===== src/rtl/freq_meter_pkg.sv =====
// rtl/freq_meter_pkg.sv - shared state type and default parameters for the gated frequency counter
package freq_meter_pkg;

    typedef enum logic [0:0] {
        FM_IDLE = 1'b0,
        FM_GATE = 1'b1
    } fm_state_t;

    localparam int FM_GATE_CYCLES_DEF = 50_000_000;
    localparam int FM_COUNT_W_DEF     = 32;
    localparam int FM_SYNC_STAGES_DEF = 2;

endpackage


===== src/rtl/freq_meter_edge_sync.sv =====
// rtl/freq_meter_edge_sync.sv - edge_sync: synchronizer chain plus rising-edge detector for an async input
module edge_sync
    import freq_meter_pkg::*;
#(
    parameter int SYNC_STAGES = FM_SYNC_STAGES_DEF
) (
    input  logic clk_in,
    input  logic rst,
    input  logic d,
    output logic rise
);

    logic [SYNC_STAGES-1:0] sync_q;
    logic                   prev_q;

    // Shift the async input through the synchronizer, then keep one cycle of history.
    always_ff @(posedge clk_in or posedge rst) begin
        if (rst) begin
            sync_q <= '0;
            prev_q <= 1'b0;
        end else begin
            sync_q <= {sync_q[SYNC_STAGES-2:0], d};
            prev_q <= sync_q[SYNC_STAGES-1];
        end
    end

    assign rise = sync_q[SYNC_STAGES-1] & ~prev_q;

endmodule


===== src/rtl/freq_meter.sv =====
// rtl/freq_meter.sv - gated frequency counter top; FREQ_METER_PERIOD_EN adds the period output
module freq_meter
    import freq_meter_pkg::*;
#(
    parameter int GATE_CYCLES = FM_GATE_CYCLES_DEF,
    parameter int COUNT_W     = FM_COUNT_W_DEF,
    parameter int SYNC_STAGES = FM_SYNC_STAGES_DEF
) (
    input  logic               clk_in,
    input  logic               rst,
    input  logic               sig_in,
    input  logic               enable,
    output logic               busy,
    output logic [COUNT_W-1:0] count,
    output logic               valid,
    output logic               overflow
`ifdef FREQ_METER_PERIOD_EN
    ,
    output logic [COUNT_W-1:0] period
`endif
);

    localparam int                 GW      = $clog2(GATE_CYCLES);
    localparam logic [GW-1:0]      GATE_LAST = GW'(GATE_CYCLES - 1);
    localparam logic [COUNT_W-1:0] CNT_MAX = '1;

    fm_state_t          state;
    logic [GW-1:0]      gate_cnt;
    logic [COUNT_W-1:0] edge_cnt;
    logic [COUNT_W-1:0] edge_nxt;
    logic               sticky;
    logic               sticky_nxt;
    logic               rise;
    logic               last;
    logic               abort;

    edge_sync #(
        .SYNC_STAGES(SYNC_STAGES)
    ) u_edge_sync (
        .clk_in(clk_in),
        .rst   (rst),
        .d     (sig_in),
        .rise  (rise)
    );

    assign busy  = (state == FM_GATE);
    assign last  = busy && (gate_cnt == GATE_LAST);
    assign abort = busy && !enable && !last;

    // Saturating edge count including this cycle's pulse; a pulse at full scale marks overflow.
    always_comb begin
        edge_nxt   = edge_cnt;
        sticky_nxt = sticky;
        if (rise) begin
            if (edge_cnt == CNT_MAX) begin
                sticky_nxt = 1'b1;
            end else begin
                edge_nxt = edge_cnt + COUNT_W'(1);
            end
        end
    end

    // Gate FSM, window counters and result registers.
    always_ff @(posedge clk_in or posedge rst) begin
        if (rst) begin
            state    <= FM_IDLE;
            gate_cnt <= '0;
            edge_cnt <= '0;
            sticky   <= 1'b0;
            count    <= '0;
            overflow <= 1'b0;
            valid    <= 1'b0;
        end else begin
            valid <= 1'b0;
            if (state == FM_IDLE || abort) begin
                gate_cnt <= '0;
                edge_cnt <= '0;
                sticky   <= 1'b0;
                state    <= (state == FM_IDLE && enable) ? FM_GATE : FM_IDLE;
            end else if (last) begin
                count    <= edge_nxt;
                overflow <= sticky_nxt;
                valid    <= 1'b1;
                gate_cnt <= '0;
                edge_cnt <= '0;
                sticky   <= 1'b0;
                state    <= enable ? FM_GATE : FM_IDLE;
            end else begin
                gate_cnt <= gate_cnt + GW'(1);
                edge_cnt <= edge_nxt;
                sticky   <= sticky_nxt;
            end
        end
    end

`ifdef FREQ_METER_PERIOD_EN
    logic [COUNT_W-1:0] since_cnt;
    logic [COUNT_W-1:0] per_acc;
    logic [COUNT_W-1:0] per_nxt;
    logic               seen_one;
    logic               seen_two;
    logic               two_nxt;

    // Spacing of the newest edge pair, folding in this cycle's pulse.
    always_comb begin
        per_nxt = per_acc;
        two_nxt = seen_two;
        if (rise && seen_one) begin
            per_nxt = since_cnt;
            two_nxt = 1'b1;
        end
    end

    // Track cycles since the previous pulse inside the window; publish with the result.
    always_ff @(posedge clk_in or posedge rst) begin
        if (rst) begin
            since_cnt <= '0;
            per_acc   <= '0;
            seen_one  <= 1'b0;
            seen_two  <= 1'b0;
            period    <= '0;
        end else if (busy && !abort && !last) begin
            since_cnt <= rise ? COUNT_W'(1)
                       : (since_cnt == CNT_MAX) ? since_cnt : since_cnt + COUNT_W'(1);
            seen_one  <= seen_one | rise;
            seen_two  <= two_nxt;
            per_acc   <= per_nxt;
        end else begin
            if (last) begin
                period <= two_nxt ? per_nxt : '0;
            end
            since_cnt <= '0;
            per_acc   <= '0;
            seen_one  <= 1'b0;
            seen_two  <= 1'b0;
        end
    end
`endif

endmodule


===== config.mk =====
export PLATFORM = sky130hd
export DESIGN_NAME = freq_meter
export DESIGN_NICKNAME = d
export VERILOG_FILES = /design/src/rtl/freq_meter_pkg.sv /design/src/rtl/freq_meter_edge_sync.sv /design/src/rtl/freq_meter.sv
export SDC_FILE = /design/constraint.sdc
export NUM_CORES = 1
export LEC_CHECK = 0
export CORE_UTILIZATION = 40
export DETAILED_ROUTE_END_ITERATION = 10
export MAX_ROUTING_LAYER = met4
export SETUP_SLACK_MARGIN = 0.1
export SLEW_MARGIN = 25
export SYNTH_ARGS = -nofsm -noshare
export SYNTH_HDL_FRONTEND = slang
export SYNTH_SLANG_ARGS = --single-unit

===== constraint.sdc =====
create_clock -name clk_in -period 7 [get_ports clk_in]
set_input_delay 1.4 -clock clk_in [delete_from_list [all_inputs] [get_ports clk_in]]
set_output_delay 1.4 -clock clk_in [all_outputs]
set_load 0.02 [all_outputs]

==> results of run 1 <==
[power by group through the flow]
| stage | logic (W) | clock network, W | registers, W |
|---|---|---|---|
| final | 0.0000231 | 0.000334 | 0.000564 |
| after global routing | 0.0000271 | 0.000364 | 0.000564 |
| after CTS | 0.0000243 | 0.000344 | 0.000564 |
| after detailed placement | 0.0000243 | 0 | 0.000575 |
| after global placement | 0.0000240 | 0 | 0.000575 |
| after floorplan | 0.0000170 | 0 | 0.000575 |
[cell type report]
class / count / area, um2 / area share
Clock buffer: 10 / 137.6 / 0.02781
Clock inverter: 6 / 42.54 / 0.008597
Inverter: 8 / 31.28 / 0.006321
Multi-Input combinational cell: 307 / 1744 / 0.3525
Sequential cell: 97 / 2427 / 0.4905
Tap cell: 136 / 170.2 / 0.03439
Timing Repair Buffer: 40 / 395.4 / 0.07990
[cell families (layout without fill, tap and decap cells)]
logic type | count (synthesis) | in the layout
xor+xnor | 51 | 51
buf+inv | 24 | 64
compound gates | 45 | 45
flops | 97 | 97
simple gates | 208 | 208
fa+ha+maj | 2 | 2
mux | 1 | 1
[layer usage]
layer / wire [um] / part of all wire / global-route usage
met5: 0 / 0 / -
met4: 51 / 0.0064 / 0.03320
met3: 249 / 0.031 / 0.03896
met2: 3796 / 0.47 / 0.2580
met1: 3907 / 0.49 / 0.2190
[placed cells by master, fill, tap and decap left out, types with 2 or more instances in the layout]
cell type	instances
a21oi_1	3
a31oi_1	4
and2_1	3
and3_1	10
and4_1	6
buf_4	2
clkbuf_8	10
clkdlybuf4s50_1	38
clkinv_2	3
clkinvlp_4	2
dfrtp_1	97
ha_1	2
inv_1	7
nand2_1	52
nand3_1	29
nand4_1	14
nor2_1	67
nor2b_1	2
nor3_1	7
nor3_2	3
o21ai_0	33
o21ai_1	2
or3_1	3
or4_1	3
xnor2_1	19
xor2_1	32
[path summary, 6_finish.rpt]
| path | from | endpoint | slack (ps) | cells past startpoint |
|---|---|---|---|---|
| min | u_edge_sync.sync_q[0] | u_edge_sync.sync_q[1] | 400 | 0 |
| min in group asynchronous | rst | count[13] | 1430 | 2 |
| min reg2reg | u_edge_sync.sync_q[0] | u_edge_sync.sync_q[1] | 400 | 0 |
| max | busy | busy | 4160 | 1 |
| max reg2reg | u_edge_sync.sync_q[1] | count[20] | 4520 | 6 |
| max in group asynchronous | rst | count[14] | 4390 | 3 |
[flip-flops by register name (all words and copies together), names as in the netlist]
name,flops
sticky,1
gate_cnt,26
count,32
edge_cnt,32
overflow,1
u_edge_sync.prev_q,1
valid,1
busy,1
u_edge_sync.sync_q,2
[through the flow]
| step | hold WS, ps | power [W] | setup WS, ps | instance area [um2] | std cells |
|---|---|---|---|---|---|
| global placement | 383.5 | 0.0005986 | 3924 | 4763 | 588 |
| CTS | 410.9 | 0.0009322 | 4186 | 4943 | 604 |
| finish | 402.5 | 0.0009209 | 4155 | 4949 | 604 |
| floorplan | 331.2 | 0.0005916 | 3066 | 4278 | 428 |
| global route | 405.1 | 0.0009551 | 4103 | 4949 | 604 |
| detailed placement | 388.7 | 0.0005989 | 3897 | 4763 | 588 |
==> impl_metrics.csv, run 1 <==
group,metric,value,unit
placed_design,place_hpwl,5.334,mm
clock_tree,max-clock-path-buffers,2,
grt,grt_start_max_net_pins,67,
sta,max_freq,0.3515,GHz
worst_hold_path,worstHoldPathType,"flip-flop to flip-flop",
setup_path,slowest_delay,640,ps
grt,grtUsageTotal,0.1644,
logic_synthesis,ys.flop_type,"dfrtp_1",
final_layout,fillCellCount,972,
clock_tree,clock-root-buffer,"clkbuf_8",
route,viasPerCell,4.974,
pwr,swShare,0.2339,
clock_tree,cts_resized,0,
pwr,p_switching,0.0002154,W
route,drc_errors,0,
clock_tree,clkSinkCount,97,
placed_design,port_buffers,38,
grt,grt_pass1_wl,14.27,mm
placed_design,gp_congestion,0.7937,
floorplanning,core,10320,um2
floorplanning,boundaryPins,39,
setup_path,worst_path_max_delay_cell,"clkdlybuf4s50_1",
setup_path,crit_family,"buffers and inverters",
sta,rsz0062_at_grt,"no",
floorplanning,start_util,0.4144,
final_layout,syn_to_final_growth,15.68,%
floorplanning,num_rows,37,
sta,final.period_utilization,0.4064,
logic_synthesis,synthXorXnorAreaFrac,0.1044,
logic_synthesis,syn_nets,434,
floorplanning,fp.dieW,105.4,um
sta,skew,16.90,ps
outcome,outcome,"finished clean",
pwr,p_seq_frac,0.612,
floorplanning,die_area,11110,um2
sta,tns,0,ps
sta,period_needed,2845,ps
sta,finalMaxSlewViolations,0,
logic_synthesis,yosys.area.top_type,"dfrtp_1",
logic_synthesis,synth_cells,428,
grt,antenna_found_initial,0,
grt,grt_pass1_vias,2950,
logic_synthesis,synth-compound-area-share,0.05616,
route,wl,8.003,mm
logic_synthesis,synth.top_cell.area_share,0.5674,
pwr,power_frac_comb,0.025,
logic_synthesis,synthMuxAreaShare,0.002340,
logic_synthesis,seq_area_frac_synth,0.5674,
route,drtIter0Drc,139,
clock_tree,clock_latency,360,ps
route,vias,3004,
sta,worst_pin_slew,746.5,ps
final_layout,final_nets,469,
logic_synthesis,yosysMostFrequentCell,"dfrtp_1",
clock_tree,cts_tree,"done",
setup_path,worstPathCellList,"clkdlybuf4s50_1",
setup_path,required,5600,ps
logic_synthesis,synth_top_family_by_area,"simple AND/OR/NAND/NOR gates",
logic_synthesis,synth_seq_cells,97,
sta,setup_viol,0,
logic_synthesis,synth_area_leaders,"dfrtp_1, xor2_1, nor2_1",
final_layout,postLayoutCoreUtil,0.4793,
setup_path,startpoint_type,"flip-flop",
setup_path,path_max_fanout,3,
clock_tree,postCtsHoldBufs,0,
logic_synthesis,syn_area_per_cell,9.995,um2
logic_synthesis,synthArstFlopShare,1.000,
setup_path,crit_buf_inv,1,
pwr,p_int,0.0007054,W
logic_synthesis,synth_edf_count,0,
logic_synthesis,yosysWarningCount,0,
logic_synthesis,synthAdderAreaFrac,0.005850,
pwr,power.density,186.1,nW/um2
sta,relSlewSlack,0.5000,
route,dr.pass1.iters,6,
setup_path,critPathKind,"flip-flop to primary output",
clock_tree,post-cts-setup-buffers,0,
setup_path,worst_setup_path_end_kind,"primary output",
pwr,p_leak,2.045,nW
route,drt-wirelength-per-cell,13.25,um
final_layout,drive_gt1_frac,0.05556,
logic_synthesis,yosys.area_share.simple,0.2372,
grt,grt_overflow_total,0,
logic_synthesis,syn-cell-area,4278,um2
clock_tree,htree_num_levels,3,
floorplanning,die_h,105.4,um
sta,report.final.hold_viol_count,0,
logic_synthesis,synth_common_cells,"dfrtp_1, nor2_1, nand2_1",
final_layout,antenna-diode-count,0,
pwr,p_clk_frac,0.363,
route,drtAntennaViolNets,0,
pwr,peakVddDrop,0.1225,mV
setup_path,worstPathArrival,1440,ps
logic_synthesis,synth.distinct_cells,36,
job,cap_viol_max_count,0,
clock_tree,clkTransAtPathRegs,100,ps
clock_tree,numCtsBuffers,9,
Power figures use the tool's default switching activity.
==> run 2: changes to the inputs <==
==> constraint.sdc (replaced) <==
create_clock -name clk_in -period 2.5 [get_ports clk_in]
set_input_delay 0.5 -clock clk_in [delete_from_list [all_inputs] [get_ports clk_in]]
set_output_delay 0.5 -clock clk_in [all_outputs]
set_load 0.02 [all_outputs]
==> impl_metrics.csv, run 2 (synthesized netlist as in run 1, its figures left out) <==
group,metric,value,unit
sta,fin_ws,276.4,ps
route,drt-wirelength-per-cell,13.40,um
final_layout,postLayoutCoreUtil,0.4923,
final_layout,drive_gt1_frac,0.07353,
clock_tree,post-cts-setup-buffers,0,
setup_path,path_max_fanout,15,
grt,grtUsageTotal,0.1694,
grt,grt_pass1_wl,14.59,mm
placed_design,place_hpwl,5.618,mm
pwr,p_seq_frac,0.565,
grt,grt_overflow_total,0,
grt,antenna_found_initial,0,
route,drtIter0Drc,144,
sta,report.final.hold_viol_count,0,
floorplanning,fp.dieW,105.4,um
pwr,power_frac_comb,0.026,
clock_tree,postCtsHoldBufs,0,
clock_tree,clock_latency,370,ps
clock_tree,clkTransAtPathRegs,100,ps
floorplanning,die_h,105.4,um
pwr,p_leak,2.100,nW
sta,final.period_utilization,0.8894,
sta,worst_pin_slew,503.8,ps
sta,skew,15.18,ps
setup_path,critPathKind,"flip-flop to flip-flop",
floorplanning,start_util,0.4144,
final_layout,mostFrequentLayoutCells,"dfrtp_1, nor2_1, nand2_1",
sta,max_freq,0.4497,GHz
pwr,p_switching,0.0006276,W
sta,hold_ws,356.8,ps
outcome,outcome,"finished clean",
pwr,p_int,0.002165,W
pwr,peakVddDrop,0.3241,mV
floorplanning,boundaryPins,39,
setup_path,worst_path_max_delay_cell,"or4_1",
route,vias,3051,
sta,setup_viol,0,
grt,grt_start_max_net_pins,98,
sta,period_needed,2224,ps
pwr,p_clk_frac,0.409,
route,viasPerCell,4.985,
grt,grt_pass1_vias,3069,
route,dr.pass1.iters,4,
pwr,swShare,0.2247,
clock_tree,clkSinkCount,97,
clock_tree,numCtsBuffers,9,
clock_tree,htree_num_levels,3,
setup_path,startpoint_type,"flip-flop",
pwr,power.density,549.5,nW/um2
final_layout,antenna-diode-count,0,
setup_path,crit_family,"simple AND/OR/NAND/NOR gates",
clock_tree,max-clock-path-buffers,2,
final_layout,final_nets,477,
job,cap_viol_max_count,0,
clock_tree,cts_resized,0,
floorplanning,die_area,11110,um2
final_layout,fillCellCount,1001,
setup_path,slowest_delay,510,ps
sta,finalMaxSlewViolations,0,
final_layout,final_common_cell,"dfrtp_1",
final_layout,largestRegisters,"count (32), edge_cnt (32), gate_cnt (26)",
setup_path,required,2740,ps
clock_tree,cts_tree,"done",
sta,rsz0062_at_grt,"no",
setup_path,crit_buf_inv,1,
route,drtAntennaViolNets,0,
clock_tree,clock-root-buffer,"clkbuf_8",
placed_design,port_buffers,38,
floorplanning,num_rows,37,
sta,relSlewSlack,0.6641,
route,wl,8.202,mm
setup_path,worstPathArrival,2470,ps
placed_design,dp_slack,286.3,ps
setup_path,worst_setup_path_end_kind,"flip-flop",
sta,tns,0,ps
setup_path,worstPathCellList,"nand4_1 > or4_1 > or4_1 > nand3_2 > buf_4 > nor2_1",
worst_hold_path,worstHoldPathType,"flip-flop to flip-flop",
placed_design,gp_congestion,0.8170,
route,drc_errors,0,
setup_path,cpMostUsedCell,"or4_1",
floorplanning,core,10320,um2
final_layout,syn_to_final_growth,18.81,%
[run 2: path summary, 6_finish.rpt]
kind	start	end	slack, ps	cells past startpoint
worst max-delay path	gate_cnt[14]	edge_cnt[18]	280	6
worst min-delay path	u_edge_sync.sync_q[0]	u_edge_sync.sync_q[1]	360	0
worst max register to register	gate_cnt[14]	edge_cnt[18]	280	6
worst min register to register	u_edge_sync.sync_q[0]	u_edge_sync.sync_q[1]	360	0
max in group asynchronous	rst	gate_cnt[23]	1500	3
min in group asynchronous	rst	count[11]	620	3
[run 2: area by class of cell]
type | count | area (um2) | share of cell area
clock inverter | 7 | 101.3 | 0.01994
clock buffer | 9 | 123.9 | 0.02437
sequential | 97 | 2427 | 0.4776
multi-input combinational | 307 | 1745 | 0.3434
tap | 136 | 170.2 | 0.03348
timing repair buffer | 48 | 480.5 | 0.09453
inverter | 8 | 33.78 | 0.006647
[run 2: routing by layer]
layer  GRT usage  wire (um)
met1      0.2262       3991
met2      0.2627       3867
met3     0.02968        231
met4     0.05634        111
met5           -          0
[run 2: power groups by stage]
stage | logic, W | clock network (W) | registers (W)
6_report | 0.0000722 | 0.00114 | 0.00158
5_1_grt | 0.0000832 | 0.00125 | 0.00158
4_1_cts | 0.0000760 | 0.00118 | 0.00158
3_5_place_dp | 0.0000760 | 0 | 0.00161
3_3_place_gp | 0.0000748 | 0 | 0.00161
2_1_floorplan | 0.0000481 | 0 | 0.00161
[run 2: through the flow]
step                      instances  cell area [um2]  total power [W]
after floorplan                 428             4282         0.001657
after global placement          596             4851         0.001684
after detailed placement        596             4851         0.001685
after CTS                       612             5076         0.002830
after global routing            612             5082         0.002918
final                           612             5082         0.002793
